### src/rtl/arb_pkg.sv
// Shared arbiter definitions: FSM state encoding and sizing helpers,
// kept separate so wider N-way arbiters can reuse them.
package arb_pkg;

    // Arbiter FSM states; encodings are fixed for reuse across arbiters
    typedef enum logic {
        IDLE = 1'b0,
        BUSY = 1'b1
    } arb_state_t;

    // Beat counter width: enough to hold MAX_BEATS-1, never narrower than 1
    function automatic int unsigned cnt_width(input int unsigned max_beats);
        return (max_beats > 1) ? $clog2(max_beats) : 1;
    endfunction

    // One-hot grant vector for a two-way select
    function automatic logic [1:0] onehot2(input logic idx);
        return idx ? 2'b10 : 2'b01;
    endfunction

endpackage

### src/rtl/mux2_w.sv
// W-bit 2:1 multiplexer used for the arbiter's shared-channel datapath.
module mux2_w #(
    parameter int W = 8
) (
    input  logic         sel,
    input  logic [W-1:0] in0,
    input  logic [W-1:0] in1,
    output logic [W-1:0] out
);

    assign out = sel ? in1 : in0;

endmodule

### src/rtl/arb2x1_rr.sv
// Two-requester round-robin burst arbiter onto one shared channel.
// A grant is held for a whole burst (ended by req_last or MAX_BEATS beats),
// and bursts are always separated by one IDLE cycle.
module arb2x1_rr
    import arb_pkg::*;
#(
    parameter int W         = 8,
    parameter int MAX_BEATS = 4
) (
    input  logic           clk,
    input  logic           rst_n,
    input  logic [1:0]     req_valid,
    input  logic [2*W-1:0] req_data,
    input  logic [1:0]     req_last,
    output logic [1:0]     req_ready,
    output logic           out_valid,
    output logic [W-1:0]   out_data,
    output logic           out_last,
    input  logic           out_ready,
    output logic [1:0]     grant,
    output logic           sel
);

    localparam int unsigned CW = cnt_width(MAX_BEATS);
    localparam logic [CW-1:0] CNT_LAST = CW'(MAX_BEATS - 1);

    arb_state_t    state, state_nxt;
    logic          sel_nxt;
    logic          rr_last, rr_last_nxt;
    logic [CW-1:0] beat_cnt, beat_cnt_nxt;

    logic [W-1:0]  mux_data;
    logic [1:0]    mux_ctrl;   // {valid, last} of the selected requester
    logic          beat_xfer;

    // Datapath select for the selected requester's data beat
    mux2_w #(
        .W(W)
    ) u_data_mux (
        .sel(sel),
        .in0(req_data[W-1:0]),
        .in1(req_data[2*W-1:W]),
        .out(mux_data)
    );

    // Same select applied to the per-requester valid/last sideband
    mux2_w #(
        .W(2)
    ) u_ctrl_mux (
        .sel(sel),
        .in0({req_valid[0], req_last[0]}),
        .in1({req_valid[1], req_last[1]}),
        .out(mux_ctrl)
    );

    // State, select, round-robin pointer and beat counter registers
    always_ff @(posedge clk or negedge rst_n) begin
        if (!rst_n) begin
            state    <= IDLE;
            sel      <= 1'b0;
            rr_last  <= 1'b1;
            beat_cnt <= '0;
        end else begin
            state    <= state_nxt;
            sel      <= sel_nxt;
            rr_last  <= rr_last_nxt;
            beat_cnt <= beat_cnt_nxt;
        end
    end

    // Next-state arbitration and shared-channel outputs
    always_comb begin
        state_nxt    = state;
        sel_nxt      = sel;
        rr_last_nxt  = rr_last;
        beat_cnt_nxt = beat_cnt;
        req_ready    = 2'b00;
        out_valid    = 1'b0;
        out_data     = '0;
        out_last     = 1'b0;
        grant        = 2'b00;
        beat_xfer    = 1'b0;

        unique case (state)
            IDLE: begin
                if (req_valid != 2'b00) begin
                    state_nxt    = BUSY;
                    // On a tie the requester not served last wins
                    sel_nxt      = (req_valid == 2'b11) ? ~rr_last : req_valid[1];
                    beat_cnt_nxt = '0;
                end
            end
            BUSY: begin
                grant     = onehot2(sel);
                out_valid = mux_ctrl[1];
                out_data  = mux_data;
                out_last  = mux_ctrl[0] | (beat_cnt == CNT_LAST);
                req_ready = out_ready ? onehot2(sel) : 2'b00;
                beat_xfer = out_valid & out_ready;
                if (beat_xfer) begin
                    if (out_last) begin
                        state_nxt    = IDLE;
                        rr_last_nxt  = sel;
                        beat_cnt_nxt = '0;
                    end else begin
                        beat_cnt_nxt = beat_cnt + CW'(1);
                    end
                end
            end
            default: state_nxt = IDLE;
        endcase
    end

endmodule

### config.mk
export PLATFORM = sky130hd
export DESIGN_NAME = arb2x1_rr
export DESIGN_NICKNAME = d
export VERILOG_FILES = /design/src/rtl/arb_pkg.sv /design/src/rtl/mux2_w.sv /design/src/rtl/arb2x1_rr.sv
export SDC_FILE = /design/constraint.sdc
export NUM_CORES = 1
export LEC_CHECK = 0
export CAP_MARGIN = 15
export CORE_MARGIN = 2
export CORE_UTILIZATION = 32
export DETAILED_ROUTE_END_ITERATION = 7
export GPL_TIMING_DRIVEN = 1
export PLACE_DENSITY_LB_ADDON = 0.08
export SLEW_MARGIN = 30
export SYNTH_ARGS = -nofsm -noshare
export SYNTH_HDL_FRONTEND = slang
export SYNTH_SLANG_ARGS = --single-unit
### constraint.sdc
create_clock -name clk -period 3.85 [get_ports clk]
set_input_delay 0.5775 -clock clk [delete_from_list [all_inputs] [get_ports clk]]
set_output_delay 0.5775 -clock clk [all_outputs]
set_load 0.01 [all_outputs]
==> flow_summary.yaml <==
critical_path:
  crit_slowest_cell: "dfrtp_1"
  rrSetupSlack_ps: 2060
  r2r_end: "rr_last$_DFFE_PN1P_"
  worstPathCellList: "mux2_4 > nor2_1 > nor2_1 > clkdlybuf4s50_1"
  path_buf_inv: 1
  crit_type: "flip-flop to primary output"
  critical_path.max_stage_delay_ps: 800
  cpLargestDelayFamily: "flip-flops"
  worstSetupEndpointType: "primary output"
  path_common_cell: "nor2_1"
  arrival_ps: 2040
  crit_required_ps: 3270
  cp_max_fo: 18
  ff2ff_path_depth: 3
  start_kind: "flip-flop"
  reg2reg_from: "sel$_DFFE_PN0P_"
power_and_ir_drop:
  sequentialPowerShare_pct: 25.1
  p_per_area_nw_per_um2: 601
  irDropWorstVdd_mv: 0.338
  design_power_total_mw: 0.503
  p_leak_nw: 0.366
  p_clk_share_pct: 11.4
  swShare_pct: 35.8
  power.switching_mw: 0.180
  p_int_mw: 0.323
  pwr-share-comb_pct: 63.5
finish:
  drive_gt1_share_pct: 10.5
  nets: 111
  final_cells: 101
  multi_input_area_um2: 290
  utilization_pct: 64.2
  ff_latch_area_um2: 126
  nFillCells: 114
  n_antenna_cell: 0
  area_delta_synth_final_pct: 89.8
  stdcell_area_um2: 836
sta:
  final.min_clock_period_ps: 2620
  final.setup.tns_ps: 0
  hold_slack_ps: 523
  final-hold-violation-count: 0
  setup_viol: 0
  worstMarginPinSlew_ps: 727
  period_share_pct: 68.0
  worst_slack_ps: 1230
  grt_setup_unrepaired: "false"
  fin_skew_ps: 0.664
  slew_viol_final: 0
  relSlewSlack_pct: 51.5
  fmax_mhz: 382
clock_tree:
  cts_tree: "built"
  cts_root_buf: "clkbuf_4"
  clock_path_buffers: 2
  post_cts_buffers: 0
  cts_buffers: 3
  path_clk_slew_ps: 40
  htreeDepth: 1
  clk_latency_ps: 230
  cts-hold-fix-buffers: 0
  cts_resized: 0
  cts_num_sinks: 5
synthesis:
  seq_area_frac_synth_pct: 28.7
  synth-simple-area-share_pct: 20.2
  ys_ff_latch: 5
  synth_compound_area_share_pct: 11.4
  synth_xor_area_share_pct: 0
  synth_area_um2: 440
  synth_warnings: 0
  synthCells: 48
  synthMuxAreaShare_pct: 31.5
  synth_area_per_cell_um2: 9.18
  synth_adder_area_share_pct: 2.84
  synth_top_family_by_area: "multiplexers"
  mappedNetlistNets: 72
  ys_types: 21
floorplanning:
  io_pins: 38
  core_area_um2: 1300
  die_w_um: 41.1
  fp-row-count: 13
  fp.dieH_um: 41.1
  start_util_pct: 33.8
  die_area_um2: 1690
drt:
  antenna_left: 0
  via_per_inst: 4.70
  wl_per_cell_um: 12.2
  wirelength_um: 1230
  vias: 475
  drc: 0
  drt_iter0_markers: 3
  first_pass_iters: 2
place:
  dp.cells: 97
  dpl_cell_area_um2: 810
  portBuffers: 37
  pre_cts_ws_ps: 1350
  gp_congestion: 0.617
  dp_hpwl_um: 991
hold_path:
  min_to: "beat_cnt[1]$_DFFE_PN0P_"
  hold_path.class: "flip-flop to flip-flop"
  hold_path_startpoint: "beat_cnt[1]$_DFFE_PN0P_"
  holdPathStages: 1
global_routing:
  grt_pass1_vias: 398
  grt-busiest-layer: "met2"
  grt_antenna_before_repair: 0
  grt_max_degree: 19
  grt_overflow: 0
  track_usage_pct: 13.9
  grt_pass1_wl_um: 1510
  grt_util_met2_pct: 25.8
  met1_usage_pct: 11.5
  grt_util_met3_pct: 7.61
outcome:
  status: "completed"
run:
  drv_cap: 0
cells by family (layout without fill, tap and decap cells):
family | Yosys count | after routing
flip-flops | 5 | 5
AND/OR/NAND/NOR | 20 | 20
buffers and inverters | 4 | 42
multiplexers | 13 | 13
adder cells (fa/ha/maj) | 1 | 1
AO/OA/AOI/OAI | 5 | 5
area by class of cell:
type | count | share of cell area, %
Timing Repair Buffer | 37 | 44.3
Multi-Input combinational cell | 39 | 34.7
Sequential cell | 5 | 15.1
Clock buffer | 4 | 3.14
Tap cell | 15 | 2.25
Inverter | 1 | 0.449
registers in the layout (all words and copies together) (netlist names):
register,cells
sel,1
state,1
rr_last,1
beat_cnt,2
layout by cell type, fill, tap and decap left out, drive strengths merged:
master and instances:
clkdlybuf4s50 37, nor2 14, mux2i 9, dfrtp 4, clkbuf 4, mux2 4, nand2 3, inv 1
o2111ai 1, a21boi 1, and2 1, and3 1, nor4 1, a2bb2oi 1, a22o 1, a32o 1
ha 1, dfstp 1
worst max-delay path by stage:
stage | start | end | slack (ps) | cells past startpoint
detailed placement | req_valid[0] | out_valid | 1350 | 4
finish | sel$_DFFE_PN0P_ | out_last | 1230 | 4
floorplan | sel$_DFFE_PN0P_ | out_data[0] | 2260 | 4
global route | sel$_DFFE_PN0P_ | out_last | 1140 | 4
CTS | sel$_DFFE_PN0P_ | out_last | 1180 | 4
global placement | req_valid[0] | out_valid | 1360 | 4
synthesized netlist by cell type (all sizes together):
library cell | n | area (µm²)
o2111ai | 1 | 15.0
clkbuf | 1 | 3.75
and2 | 1 | 6.26
a32o | 1 | 10.0
dfstp | 1 | 26.3
nor2 | 14 | 52.6
buf | 2 | 16.3
nand2 | 3 | 11.3
and3 | 1 | 6.26
a21boi | 1 | 7.51
mux2 | 4 | 48.8
a2bb2oi | 1 | 8.76
ha | 1 | 12.5
mux2i | 9 | 90.1
a22o | 1 | 8.76
inv | 1 | 3.75
dfrtp | 4 | 100
nor4 | 1 | 12.5
power by group through the flow:
stage | combinational (mW) | clock (mW) | sequential, mW
final | 0.319 | 0.0571 | 0.126
after global routing | 0.349 | 0.0610 | 0.133
after CTS | 0.324 | 0.0606 | 0.129
after detailed placement | 0.323 | 0 | 0.128
after global placement | 0.318 | 0 | 0.127
after floorplan | 0.198 | 0 | 0.0958
layer usage:
layer,part of all wire (%),up-vias
li1,-,244
met1,35,205
met2,46,26
met3,20,0
met4,0,0
met5,0,-
No activity file was read; power rests on OpenSTA's default activity.
